## src/rtl/cshm_seq_mult.sv

```systemverilog
// cshm_seq_mult: nibble-serial CSHM multiplier/accumulator (x * sign-magnitude coef).
// Optional macro CSHM_SAT_EN clamps the product output instead of wrapping it.
module cshm_seq_mult #(
    parameter int DATA_W = 16,
    parameter int NIB    = 2,
    parameter int OUT_W  = 16
) (
    input  logic                clk,
    input  logic                resetn,
    input  logic                in_valid,
    output logic                in_ready,
    input  logic [DATA_W-1:0]   x,
    input  logic [4*NIB:0]      coef,
    input  logic                acc_en,
    input  logic                clr,
    output logic                out_valid,
    input  logic                out_ready,
    output logic [OUT_W-1:0]    product,
    output logic                busy
);
    localparam int CW    = 4*NIB + 1;
    localparam int MW    = 4*NIB;
    localparam int XW    = DATA_W + 4;
    localparam int IW    = DATA_W + 4*NIB + 1;
    localparam int SW    = IW + 1;
    localparam int CNT_W = (NIB > 1) ? $clog2(NIB) : 1;

    localparam logic [2:0] S_IDLE = 3'd0;
    localparam logic [2:0] S_PRE  = 3'd1;
    localparam logic [2:0] S_SEL  = 3'd2;
    localparam logic [2:0] S_FIN  = 3'd3;
    localparam logic [2:0] S_OUT  = 3'd4;

    logic [2:0]        state;
    logic [DATA_W-1:0] x_r;
    logic [MW-1:0]     mag_r;
    logic              sign_r;
    logic              acc_r;
    logic [CNT_W-1:0]  cnt;
    logic [IW-1:0]     partial;
    logic [SW-1:0]     sum;
    logic [OUT_W-1:0]  product_r;
    logic [XW-1:0]     bank [8];   // bank[i] = x * (2i+1)

    logic [XW-1:0]     xe;
    logic [3:0]        nib;
    logic [XW-1:0]     sel_odd;
    logic [1:0]        sel_sh;
    logic [IW-1:0]     sel_ext;
    logic [IW-1:0]     m;
    logic [SW-1:0]     m_ext;
    logic [SW-1:0]     sum_next;
    logic [OUT_W-1:0]  prod_next;

    assign xe = {{4{x_r[DATA_W-1]}}, x_r};
    assign nib = mag_r[MW-1 -: 4];   // magnitude is shifted left each SEL cycle, MSB nibble first

    // NOTE: every variable in this block gets a default first, so no latch is inferred.
    always_comb begin
        sel_odd = '0;
        sel_sh  = 2'd0;
        case (nib)
            4'd1:  begin sel_odd = bank[0]; sel_sh = 2'd0; end
            4'd2:  begin sel_odd = bank[0]; sel_sh = 2'd1; end
            4'd3:  begin sel_odd = bank[1]; sel_sh = 2'd0; end
            4'd4:  begin sel_odd = bank[0]; sel_sh = 2'd2; end
            4'd5:  begin sel_odd = bank[2]; sel_sh = 2'd0; end
            4'd6:  begin sel_odd = bank[1]; sel_sh = 2'd1; end
            4'd7:  begin sel_odd = bank[3]; sel_sh = 2'd0; end
            4'd8:  begin sel_odd = bank[0]; sel_sh = 2'd3; end
            4'd9:  begin sel_odd = bank[4]; sel_sh = 2'd0; end
            4'd10: begin sel_odd = bank[2]; sel_sh = 2'd1; end
            4'd11: begin sel_odd = bank[5]; sel_sh = 2'd0; end
            4'd12: begin sel_odd = bank[1]; sel_sh = 2'd2; end
            4'd13: begin sel_odd = bank[6]; sel_sh = 2'd0; end
            4'd14: begin sel_odd = bank[3]; sel_sh = 2'd1; end
            4'd15: begin sel_odd = bank[7]; sel_sh = 2'd0; end
            default: begin sel_odd = '0; sel_sh = 2'd0; end
        endcase
        sel_ext  = {{(IW-XW){sel_odd[XW-1]}}, sel_odd} << sel_sh;
        m        = sign_r ? -partial : partial;
        m_ext    = {m[IW-1], m};
        sum_next = acc_r ? (sum + m_ext) : m_ext;
`ifdef CSHM_SAT_EN
        if ((&sum_next[SW-1:OUT_W-1]) || !(|sum_next[SW-1:OUT_W-1]))
            prod_next = sum_next[OUT_W-1:0];
        else if (sum_next[SW-1])
            prod_next = {1'b1, {(OUT_W-1){1'b0}}};
        else
            prod_next = {1'b0, {(OUT_W-1){1'b1}}};
`else
        prod_next = sum_next[OUT_W-1:0];
`endif
    end

    // NOTE: sequential state uses non-blocking assignments so all registers update together.
    always_ff @(posedge clk or negedge resetn) begin
        if (!resetn) begin
            state     <= S_IDLE;
            x_r       <= '0;
            mag_r     <= '0;
            sign_r    <= 1'b0;
            acc_r     <= 1'b0;
            cnt       <= '0;
            partial   <= '0;
            sum       <= '0;
            product_r <= '0;
            // NOTE: the small odd-multiple bank is flops, not RAM, so it is cleared with the rest.
            for (int i = 0; i < 8; i++) bank[i] <= '0;
        end else begin
            case (state)
                S_IDLE: begin
                    if (clr) sum <= '0;
                    if (in_valid) begin
                        x_r    <= x;
                        mag_r  <= coef[CW-2:0];
                        sign_r <= coef[CW-1];
                        acc_r  <= acc_en;
                        state  <= S_PRE;
                    end
                end
                S_PRE: begin
                    bank[0] <= xe;
                    bank[1] <= (xe << 1) + xe;
                    bank[2] <= (xe << 2) + xe;
                    bank[3] <= (xe << 3) - xe;
                    bank[4] <= (xe << 3) + xe;
                    bank[5] <= (xe << 3) + (xe << 1) + xe;
                    bank[6] <= (xe << 3) + (xe << 2) + xe;
                    bank[7] <= (xe << 4) - xe;
                    cnt     <= CNT_W'(NIB - 1);
                    partial <= '0;
                    state   <= S_SEL;
                end
                S_SEL: begin
                    partial <= (partial << 4) + sel_ext;
                    mag_r   <= mag_r << 4;
                    cnt     <= cnt - 1'b1;
                    if (cnt == '0) state <= S_FIN;
                end
                S_FIN: begin
                    sum       <= sum_next;
                    product_r <= prod_next;
                    state     <= S_OUT;
                end
                S_OUT: begin
                    if (out_ready) state <= S_IDLE;
                end
                default: state <= S_IDLE;
            endcase
        end
    end

    assign in_ready  = (state == S_IDLE);
    assign busy      = (state != S_IDLE);
    assign out_valid = (state == S_OUT);
    assign product   = product_r;
endmodule

```

## config.mk

```make
export PLATFORM = sky130hd
export DESIGN_NAME = cshm_seq_mult
export DESIGN_NICKNAME = d
export VERILOG_FILES = /design/src/rtl/cshm_seq_mult.sv
export SDC_FILE = /design/constraint.sdc
export NUM_CORES = 1
export LEC_CHECK = 0
export BUFFER_PORTS_ARGS = -buffer_cell sky130_fd_sc_hd__buf_4
export CELL_PAD_IN_SITES_DETAIL_PLACEMENT = 1
export CELL_PAD_IN_SITES_GLOBAL_PLACEMENT = 1
export CORE_MARGIN = 3
export CORE_UTILIZATION = 53
export CTS_CLUSTER_SIZE = 8
export DETAILED_ROUTE_END_ITERATION = 12
export GPL_TIMING_DRIVEN = 0
export PLACE_DENSITY_LB_ADDON = 0.1
export SYNTH_ARGS = -nofsm -noshare
export SYNTH_HDL_FRONTEND = slang
export SYNTH_SLANG_ARGS = --single-unit
```

## constraint.sdc

```tcl
create_clock -name clk -period 10.2 [get_ports clk]
set_input_delay 0.51 -clock clk [delete_from_list [all_inputs] [get_ports clk]]
set_output_delay 0.51 -clock clk [all_outputs]
set_load 0.02 [all_outputs]
```

# [Word level (Yosys, flattened, before mapping)]
# Index checks and enable logic that the tools add are counted.
[op_classes] eq_ne=23 n_reduce_logical=15 shift=1 add_sub_neg=13 n_mux=14
[ops] operator="$pmux W20 S8" count=1
[ops] operator="$mux W26" count=2
[ops] operator="$pmux W26 S2" count=1
[ops] operator="$pmux W25 S2" count=1
[ops] operator="$add A20 B20 Y20" count=2
[ops] operator="$eq A4 B4 Y1 const B" count=8
[ops] operator="$add A26 B26 Y26" count=1
[ops] operator="$add A25 B25 Y25" count=1
[ops] operator="$mux W25" count=1
[ops] operator="$neg A25 Y25" count=1
[ops] operator="$shl A25 B2 Y25" count=1
[ops] operator="$add A19 B16 Y20" count=1
[ops] operator="$add A19 B17 Y20" count=1
[ops] operator="$add A19 B18 Y20" count=1
[ops] operator="$sub A19 B16 Y20" count=1
[ops] operator="$sub A20 B20 Y20" count=1
[ops] operator="$add A18 B16 Y19" count=1
[ops] operator="$add A17 B16 Y18" count=1
[ops] operator="$eq A4 B3 Y1 const B" count=4
[ops] operator="$pmux W8 S2" count=1
[ops] operator="$pmux W3 S5" count=1
[ops] operator="$mux W3" count=3
[ops] operator="$eq A4 B2 Y1 const B" count=2
[ops] operator="$mux W8" count=1
[ops] operator="other kinds (17)" count=27
[word_totals] word_cells=83 register_bits=253 input_bits=31

# [Logic depth before layout (Yosys ltp)]
# Gate-level depths: netlist of run 1.
[logic_depth] word_depth=6 ltp_mapped=19 mapped_depth_nobuf=17

# [Least setup slack after synthesis of run 1]
# OpenSTA, ideal clock, no wires.
[synth_timing] path_type="register -> register" start="register mag_r[5]" end="register partial[14]" stages_incl_launch_ff=19 path_slack_ns=6.277 arrival_ns=3.791 synth_period_minus_slack_ns=3.923 path_cell_list="dfrtp_1 > buf_4 > buf_6 > buf_2 > mux2_2 > a221oi_1 > o221ai_1 > a22oi_1 > mux2i_1 > ha_1 > fa_1 > a21o_1 > a21o_1 > a21o_1 > a21oi_1 > o21ai_0 > a31oi_1 > xor2_1 > o21ai_0"
[synth_via] elab_chain_len=6
[synth_rtl] item="start, declared" line="36" text="logic [MW-1:0] mag_r;"
[synth_rtl] item="start signal, assigned" line="116" text="mag_r <= coef[CW-2:0];"
[synth_rtl] item="start signal, assigned" line="137" text="mag_r <= mag_r << 4;"
[synth_rtl] item="$eq A4 B4 Y1 (tied with other cells)" line="62" text="case (nib)"
[synth_rtl] item="$reduce_or A4 Y1 (no line) (tied with other cells)"
[synth_rtl] item="$pmux W20 S8 or $pmux W2 S3 (tied branches)" line="62"
[synth_rtl] item="$shl A25 B2 Y25 *" line="80" text="sel_ext = {{(IW-XW){sel_odd[XW-1]}}, sel_odd} << sel_sh;"
[synth_rtl] item="$add A25 B25 Y25 *" line="136" text="partial <= (partial << 4) + sel_ext;"
[synth_rtl] item="$pmux W25 S2 *" line="111" text="case (state)"
[synth_rtl] item="end signal, assigned" line="136"
[synth_rtl] item="end, declared" line="40" text="logic [IW-1:0] partial;"
# Every way passes the cells marked *; elsewhere a longest branch is shown, timed or not.
# A chain may end at the register's enable or synchronous reset.

# [Worst setup path after layout of run 1]
[layout_timing] start="register mag_r[6]" end="register partial[14]"
# Same word-level chain as after synthesis.

==> key figures, run 1 <==
Logic synthesis
  – Mux cell area share after synthesis: 6.07%
  – XOR/XNOR Fraction of Synth Area: 6.76%
  – Adder-cell share of the synthesized area: 14.3%
  – YS warnings: 0
  – Post-synth EDFFs: 0
  – Cell variety after synth: 86
  – Sequential element share of the synthesized area: 32.2%
  – Syn Std Cell Area: 0.0147 mm^2
  – Top_reg_cell synth: dfrtp_1
  – Synth Area in Compound Gates: 22.0%
  – Post-synthesis simple-gate area fraction: 14.4%
  – Asr flop ratio synth: 100%
  – Cells after Synth: 1661
  – Syn Nets: 1841
  – Post-Syn Area per Cell: 8.85 um^2
  – FF+latch count, synth: 189
  – Largest family of logic cells by synthesized area: compound AO/OA/AOI/OAI gates

Worst setup path
  – Top Family by Delay on Critical Path: compound AO/OA/AOI/OAI gates
  – Worst Setup End Kind: flop
  – Kind of start point of the critical path: flop
  – Start-to-end type of the worst setup path: reg2reg
  – Crit path max fanout: 10
  – CP most frequent cell: a21o_1
  – Arrival time at the worst endpoint: 5.36 ns
  – Crit-path cells: buf_6 > buf_2 > buf_2 > buf_4 > nor2_1 > a221oi_1 > o221ai_1 > a22oi_1 > mux2i_1 > ha_1 > fa_1 > a21o_1 > a21o_1 > a21o_1 > a21oi_1 > o21ai_0 > a31oi_1 > xor2_1 > o21ai_0
  – WP data required: 10.53 ns
  – CP max stage cell: fa_1
  – Crit path buf inv count: 4
  – Crit path largest cell delay: 0.43 ns

Finish
  – Final nets: 1912
  – Antenna Cells: 0
  – Fill count: 3163
  – Area growth syn-to-layout: 10.4%
  – Finished Layout Cells: 2117
  – Share of cells above drive strength 1: 8.25%
  – Final Cell Area: 0.0162 mm^2

Drt
  – Post-route ant nets: 0
  – Post-route DRC: 0
  – Total vias in the final route: 13.4k
  – Initial DRC Count: 871
  – Vias per inst: 6.35
  – Routed wire length per instance: 24.9 um
  – Routed Wire Length: 52.7 mm
  – TritonRoute pass-1 iters: 5

Clock tree
  – # resized after CTS: 0
  – TritonCTS clock tree: done
  – Clk root buf: clkbuf_16
  – Clock Latency Late Sink: 0.47 ns
  – H-tree depth: 4
  – Clk sinks: 189
  – CTS Buffer Depth: 2
  – Setup Buffers After CTS: 0
  – Clock buffer count from CTS: 17
  – Worst-path clk slew: 0.08 ns

Timing
  – Endpoints failing hold: 0
  – Worst slew margin: 29.3%
  – Fin crit share: 49.3%
  – Worst hold margin: 0.235 ns
  – Clk_skew: 0.0140 ns
  – Unrepaired setup endpoints after global routing: false
  – Fmax: 199 MHz
  – Slew @ Worst Pin: 1.06 ns
  – Max Slew Vio Count: 0
  – Setup TNS: 0 ns
  – Final setup vio count: 0
  – Clock period minus worst slack: 5.03 ns

Min path
  – Worst Hold Class: in2reg

Place
  – Gpl congestion: 0.931
  – Placed cells: 2084
  – Placed cell areas: 0.0156 mm^2
  – HPWL after detailed placement: 39.2 mm
  – PortBufs: 49

Floorplanning
  – Initial Util: 54.3%
  – Io pins: 50
  – Die W: 173 um
  – Row count: 60
  – Core footprint: 0.0271 mm^2
  – DIE HEIGHT: 173 um
  – Die area: 0.0298 mm^2

Outcome
  – Status: complete, no violations

Global routing
  – Initial antenna violation count: 1
  – Global-route wire length before repair: 82.7 mm
  – Total GRT Usage: 35.2%
  – Pin count of the biggest net entering global routing: 67
  – Vias in the first global route: 14.6k
  – Total gr overflow: 0

Job
  – Max_cap viols: 0
## registers in the layout (all words and copies together), names as in the netlist
register,cells
acc_r,1
bank,111
cnt,1
mag_r,8
partial,16
product,16
sign_r,1
state,3
sum,16
x_r,16
## Yosys cell counts, drive strengths merged, types with 7 or more instances
library cell	instances	area, um^2
nand2b	18	113
fa	31	621
a21boi	9	67.6
mux2	14	158
a21oi	100	500
o21bai	13	97.6
inv	68	258
and2	11	68.8
a31oi	13	81.3
o211ai	9	67.6
a22oi	14	105
or2	7	43.8
o21ai	181	906
a21o	36	270
a211oi	15	113
o22ai	12	75.1
and3	7	43.8
a22o	9	78.8
nand2	228	856
nand3	20	100
a221oi	13	120
ha	118	1480
buf	21	140
nor3	29	145
nor2	98	368
xnor2	63	552
clkbuf	61	229
nor2b	10	62.6
o31ai	17	141
dfrtp	189	4730
xor2	47	419
o221ai	10	87.6
mux2i	69	691
o21a	18	135
## worst register-to-register path: cells and delay by family, from the launching register on
| family | cells | cell delay [ns] |
|---|---|---|
| AOI/OAI and AO/OA | 10 | 2.15 |
| buffers and inverters | 4 | 1.22 |
| adders and majority gates | 2 | 0.69 |
| DFF | 1 | 0.34 |
| xor gates and xnor gates | 1 | 0.19 |
| and+or+nand+nor | 1 | 0.16 |
| muxes | 1 | 0.14 |
## metal layers
layer	global-route usage [%]	vias to the layer above	part of all wire [%]
met5	0	-	0
met4	18.4	0	5.3
met3	5.56	156	4.9
met2	62.1	434	49
met1	41.5	6773	40
li1	-	6074	-
## placed cells by master, fill, tap and decap left out, drive strengths merged, types with 31 or more instances in the layout
cell type and count:
a21oi 100, ha 118, nand2 228, inv 76, a21o 36, clkbuf 78, mux2i 69, nor2 98
buf 72, xor2 47, dfrtp 189, fa 31, xnor2 63, o21ai 181
## worst paths after layout
check                           start     endpoint  slack (ns)  cells after the start
max                          mag_r[6]  partial[14]        5.17                     19
min                              x[1]       x_r[1]        0.23                      3
max reg2reg                  mag_r[6]  partial[14]        5.17                     19
min reg2reg                product[6]   product[6]        0.48                      1
max in group asynchronous      resetn     bank[51]        8.89                      3
min in group asynchronous      resetn     mag_r[1]        0.57                      2
## per-stage QoR
stage	utilization, %	setup WS (ns)
after floorplan	-	6.28
after global routing	59.9	4.96
final	59.9	5.17
after global placement	57.3	5.42
after CTS	59.9	5.27
after detailed placement	57.6	5.31
## repair_timing
action,4_1_cts,5_1_grt
hold endpoints to repair,6,0
endpoints found under the setup margin,0,0
hold buffers,1,0
## area by class of cell
cell class | instances | area [um^2] | area share, %
Buffer | 82 | 369 | 2.27
Clock buffer | 17 | 425 | 2.62
Clock inverter | 15 | 199 | 1.22
Inverter | 69 | 262 | 1.61
Multi-Input combinational cell | 1321 | 9350 | 57.6
Sequential cell | 189 | 4730 | 29.1
Tap cell | 372 | 465 | 2.87
Timing Repair Buffer | 52 | 440 | 2.71
## cells by family after synthesis
group | count (synthesis)
flops | 189
xor+xnor | 111
buf+inv | 151
simple gates | 465
compound gates | 511
fa+ha+maj | 149
mux | 85
Power of run 1 is not shown: default switching activity piles up to over one toggle a cycle in this logic, so the estimate is an artifact.
==> run 2, diff against run 1 <==
- ABC_AREA: not set -> 1
- CORE_UTILIZATION: 53 -> 47
- clock period: 10.2 -> 5.25 ns (I/O delays scaled with it)
==> key figures, run 2 <==
Global routing
  – Initial antenna violation count: 0
  – Total GRT Usage: 33.3%
  – Pin count of the biggest net entering global routing: 99
  – Total gr overflow: 0
  – Vias in the first global route: 15.1k
  – Global-route wire length before repair: 85.1 mm

Min path
  – Worst Hold Class: in2reg
  – Hold path depth: 3
  – Min-Delay Endpoint: x_r[10]
  – Hold_sp: x[10]

Drt
  – Post-route ant nets: 0
  – Total vias in the final route: 14.2k
  – Routed wire length per instance: 22.5 um
  – TritonRoute pass-1 iters: 5
  – Initial DRC Count: 948
  – Vias per inst: 5.87
  – Routed Wire Length: 54.4 mm
  – Post-route DRC: 0

Logic synthesis
  – Top post-synthesis cells by count: nand2_1 (544), inv_1 (202), dfrtp_1 (189)
  – Syn Nets: 2125
  – YS warnings: 0
  – Cells after Synth: 1945
  – Post-synth EDFFs: 0
  – Cell variety after synth: 50
  – FF+latch count, synth: 189
  – Syn Std Cell Area: 0.0145 mm^2
  – Synth top area cells: dfrtp_1 (33%), nand2_1 (14%), ha_1 (10%), o21ai_0 (5.8%), inv_1 (5.2%)
  – Sequential element share of the synthesized area: 32.7%
  – Most common cell in the netlist: nand2_1
  – Post-Syn Area per Cell: 7.44 um^2
  – Top_reg_cell synth: dfrtp_1
  – Area leader, netlist: dfrtp_1
  – Asr flop ratio synth: 100%
  – Share of the synthesized area in the top cell type: 32.7%

Finish
  – Antenna Cells: 0
  – Commonest non-fill, non-tap cell in the layout: nand2_1
  – Most frequent cells in the layout: nand2_1 (544), inv_1 (202), dfrtp_1 (189)
  – Footprint of the multi-input gates: 0.00869 mm^2
  – Final nets: 2195
  – Max FFs per register: 111
  – Final Cell Area: 0.0159 mm^2
  – Largest Register: bank
  – Share of cells above drive strength 1: 6.61%
  – Fill count: 3873
  – Register area: 0.00473 mm^2
  – Area growth syn-to-layout: 10.2%

Floorplanning
  – Die W: 181 um
  – Initial Util: 48.3%
  – Core footprint: 0.0300 mm^2
  – Row count: 63
  – DIE HEIGHT: 181 um
  – Io pins: 50
  – Die area: 0.0329 mm^2

Clock tree
  – CTS Buffer Depth: 2
  – Setup Buffers After CTS: 0
  – Worst-path clk slew: 0.08 ns
  – Clk sinks: 189
  – TritonCTS clock tree: done
  – # resized after CTS: 0
  – Clk root buf: clkbuf_16
  – Post-CTS Hold Buffers: 1
  – H-tree depth: 4
  – Clock buffer count from CTS: 17
  – Clock Latency Late Sink: 0.46 ns

Timing
  – Unrepaired setup endpoints after global routing: false
  – Slew @ Worst Pin: 1.26 ns
  – Final setup vio count: 0
  – Setup TNS: 0 ns
  – Fmax: 238 MHz
  – Fin crit share: 80.0%
  – Endpoints failing hold: 0
  – Clock period minus worst slack: 4.20 ns
  – Clk_skew: 0.0139 ns
  – Max Slew Vio Count: 0
  – Worst slew margin: 15.8%

Place
  – PortBufs: 49
  – HPWL after detailed placement: 41.8 mm
  – Placed cell areas: 0.0154 mm^2
  – Gpl congestion: 0.924

Outcome
  – Status: complete, no violations

Worst setup path
  – Crit-path cells: inv_1 > nand2_1 > nor2_1 > buf_2 > nand2_1 > nand4_1 > a221oi_1 > nand3_1 > o21ai_0 > o21ai_0 > ha_1 > inv_1 > o21bai_1 > nand2_1 > a21boi_0 > o21ai_0 > nand2_1 > nand2_1 > nand2_1 > o22ai_1
  – Reg-to-reg slack, setup: 1.05 ns
  – Worst R2R Start: mag_r[5]
  – Crit path largest cell delay: 0.57 ns
  – Reg2Reg Capture Point: partial[12]
  – Top Family by Delay on Critical Path: compound AO/OA/AOI/OAI gates
  – Start-to-end type of the worst setup path: reg2reg
  – Worst Setup End Kind: flop
  – CP max stage cell: a221oi_1
  – Arrival time at the worst endpoint: 4.53 ns
  – Kind of start point of the critical path: flop
  – WP data required: 5.58 ns
  – R2R depth: 20
  – Crit path max fanout: 10
  – WP depth: 20
  – CP most frequent cell: nand2_1
  – Crit path buf inv count: 3

Job
  – Max_cap viols: 0
[run 2: cell types whose count changed in the layout (fill, tap and decap cells not counted), sizes merged, moves of 13 or more]
| cell | change |
|---|---|
| o21a | -14 |
| a211oi | -13 |
| xnor2 | -40 |
| nand4 | +14 |
| nand2b | -18 |
| inv | +138 |
| a21o | -26 |
| nand3 | +110 |
| mux2i | -69 |
| clkbuf | -18 |
| nand2 | +319 |
| mux2 | -14 |
[run 2: worst max-delay path by stage]
| stage | from | to |
|---|---|---|
| after floorplan | mag_r[4] | partial[12] |
| after global placement | mag_r[4] | partial[12] |
| after detailed placement | mag_r[4] | partial[12] |
| after CTS | mag_r[5] | partial[12] |
| after global routing | mag_r[5] | partial[12] |
| final | mag_r[5] | partial[12] |
[run 2: kinds of logic (layout without fill, tap and decap cells)]
kind of cell	after synthesis	in the layout	synth area share, %
AO/OA/AOI/OAI	425	425	17.2
XOR/XNOR	64	64	3.88
adder cells (fa/ha/maj)	149	149	14.5
buffers and inverters	267	350	7.20
flip-flops	189	189	32.7
AND/OR/NAND/NOR	851	851	24.5
[run 2: through the flow]
step	std cells	utilization, %	setup WS (ns)	hold WS [ns]
3_5_place_dp	2385	51.3	1.25	0.327
6_report	2418	53.2	1.05	0.00972
2_1_floorplan	1945	-	2.21	-0.0331
5_1_grt	2418	53.2	0.773	0.0286
4_1_cts	2418	53.2	1.18	0.00386
3_3_place_gp	2384	51.1	1.36	0.461
[run 2: tightest hold or removal path, cell delays in order]
cell	delay (ns)
buf_4	0.08
nand2_1	0.04
o21ai_0	0.05
[run 2: cell type report]
type / instances / share of cell area [%]
timing repair buffer: 51 / 2.59
tap: 390 / 3.06
buffer: 58 / 1.61
inverter: 209 / 4.92
multi-input combinational: 1489 / 54.5
clock inverter: 12 / 0.793
clock buffer: 20 / 2.80
sequential: 189 / 29.7
[run 2: routing by layer]
metal,vias up,part of all wire (%),GRT usage [%]
li1,6615,-,-
met1,7110,42,41.4
met2,368,49,58.4
met3,108,4.1,4.05
met4,0,4.4,14.3
met5,-,0,0
Power of run 2 is left out for the same reason.
==> run 3, diff against run 2 <==
- clock period: 5.25 -> 4 ns (I/O delays scaled with it)
==> key figures, run 3 (synthesized netlist as in run 2, its figures left out) <==
Finish
  – Antenna Cells: 0
  – Largest Register: bank
  – Share of cells above drive strength 1: 7.49%
  – Register area: 0.00474 mm^2
  – Most frequent cells in the layout: nand2_1 (542), inv_1 (201), dfrtp_1 (184)
  – Area growth syn-to-layout: 12.7%
  – Footprint of the multi-input gates: 0.00877 mm^2
  – Final Cell Area: 0.0163 mm^2
  – Final nets: 2224
  – Fill count: 3847
  – Commonest non-fill, non-tap cell in the layout: nand2_1
  – Max FFs per register: 111

Worst setup path
  – WP data required: 4.34 ns
  – Worst R2R Start: x_r[4]
  – R2R depth: 13
  – CP Launch Point: x_r[4]
  – Arrival time at the worst endpoint: 4.24 ns
  – Start-to-end type of the worst setup path: reg2reg
  – Reg-to-reg slack, setup: 0.1 ns
  – Crit path max fanout: 16
  – Reg2Reg Capture Point: bank[73]
  – Kind of start point of the critical path: flop
  – Worst Setup End Kind: flop

Floorplanning
  – Die W: 181 um
  – Die area: 0.0329 mm^2
  – Core footprint: 0.0300 mm^2
  – Io pins: 50
  – Row count: 63
  – Initial Util: 48.3%
  – DIE HEIGHT: 181 um

Global routing
  – Initial antenna violation count: 0
  – Most Crowded Layer GR: met2
  – Total gr overflow: 0
  – Pin count of the biggest net entering global routing: 99
  – Global-route wire length before repair: 86.5 mm
  – M2 GR Usage: 59.7%
  – Global Route met3 Usage: 4.05%
  – Vias in the first global route: 15.4k
  – Total GRT Usage: 33.8%
  – Met1 global-route usage: 41.7%

Drt
  – TritonRoute pass-1 iters: 5
  – Initial DRC Count: 1011
  – Post-route ant nets: 0
  – Vias per inst: 5.87
  – Routed wire length per instance: 22.7 um
  – Total vias in the final route: 14.4k
  – Post-route DRC: 0
  – Routed Wire Length: 55.6 mm

Outcome
  – Status: complete, no violations

Place
  – PortBufs: 49
  – Placed cell areas: 0.0154 mm^2
  – Gpl congestion: 0.924
  – HPWL after detailed placement: 41.8 mm

Timing
  – Endpoints failing hold: 0
  – Clk_skew: 0.0113 ns
  – Setup TNS: 0 ns
  – Fin crit share: 97.6%
  – Fmax: 256 MHz
  – Max Slew Vio Count: 0
  – Slew @ Worst Pin: 1.29 ns
  – Worst hold margin: 0.00527 ns
  – Worst slew margin: 14.2%
  – Clock period minus worst slack: 3.90 ns
  – Final setup vio count: 0

Clock tree
  – Worst-path clk slew: 0.07 ns
  – CTS Buffer Depth: 2
  – Clk root buf: clkbuf_16
  – H-tree depth: 4
  – Clock Latency Late Sink: 0.46 ns
  – Clk sinks: 189
  – TritonCTS clock tree: done
  – Clock buffer count from CTS: 17

Job
  – Max_cap viols: 0

Min path
  – Min-Delay Endpoint: mag_r[4]
  – Hold_sp: coef[4]
  – Worst Hold Class: in2reg
  – Hold path depth: 3
## run 3: cell count changes in the layout (fill, tap and decap cells not counted), moves of 4 or more
cell and delta:
buf_4 +4, dfrtp_1 -5, dfrtp_2 +5, nor2_1 -4, dlygate4sd3_1 +25
## run 3: repair_timing
| item | CTS | global route |
|---|---|---|
| hold buffers | 26 | 0 |
| buffers inserted | 0 | 4 |
| gates cloned | 0 | 0 |
| hold endpoints to repair | 116 | 0 |
| pin swaps | 0 | 5 |
| resized for setup | 2 | 24 |
| endpoints found under the setup margin | 2 | 8 |
## run 3: layout make-up
| cell class | instances | share of cell area, % |
|---|---|---|
| Sequential cell | 189 | 29.0 |
| Multi-Input combinational cell | 1489 | 53.8 |
| Clock inverter | 12 | 0.775 |
| Tap cell | 390 | 2.99 |
| Inverter | 209 | 4.81 |
| Clock buffer | 20 | 2.74 |
| Timing Repair Buffer | 80 | 4.25 |
| Buffer | 58 | 1.59 |
## run 3: worst max path at each step
stage / to / slack, ns / cells after the start
after global placement: partial[12] / 0.11 / 23
after CTS: partial[13] / 0.03 / 17
after detailed placement: partial[12] / -0.002 / 23
final: bank[73] / 0.1 / 13
after floorplan: partial[12] / 0.96 / 23
after global routing: partial[12] / -0.002 / 22
## run 3: worst max-delay path: stages, from the launching register on
cell	delay, ns
dfrtp_1	1.20
inv_1	0.40
fa_1	0.53
or2_1	0.27
o21ai_1	0.39
nand2_1	0.15
nand2_1	0.09
a21oi_1	0.09
o21ai_1	0.22
nand3_1	0.14
nand2_1	0.08
nand2_1	0.05
nand3_1	0.12
nand2_1	0.07
## run 3: stage by stage
| step | instances | utilization [%] | setup slack, ns |
|---|---|---|---|
| 2_1_floorplan | 1945 | - | 0.955 |
| 3_3_place_gp | 2384 | 51.1 | 0.109 |
| 3_5_place_dp | 2385 | 51.3 | -0.00178 |
| 4_1_cts | 2443 | 54.1 | 0.0311 |
| 5_1_grt | 2447 | 54.4 | -0.00217 |
| 6_report | 2447 | 54.4 | 0.0957 |
## run 3: routing by layer
layer / vias to the layer above / wire, um
li1: 6682 / -
met1: 7186 / 23500
met2: 365 / 27500
met3: 124 / 2190
met4: 0 / 2440
met5: - / 0
Power of run 3 is left out for the same reason.
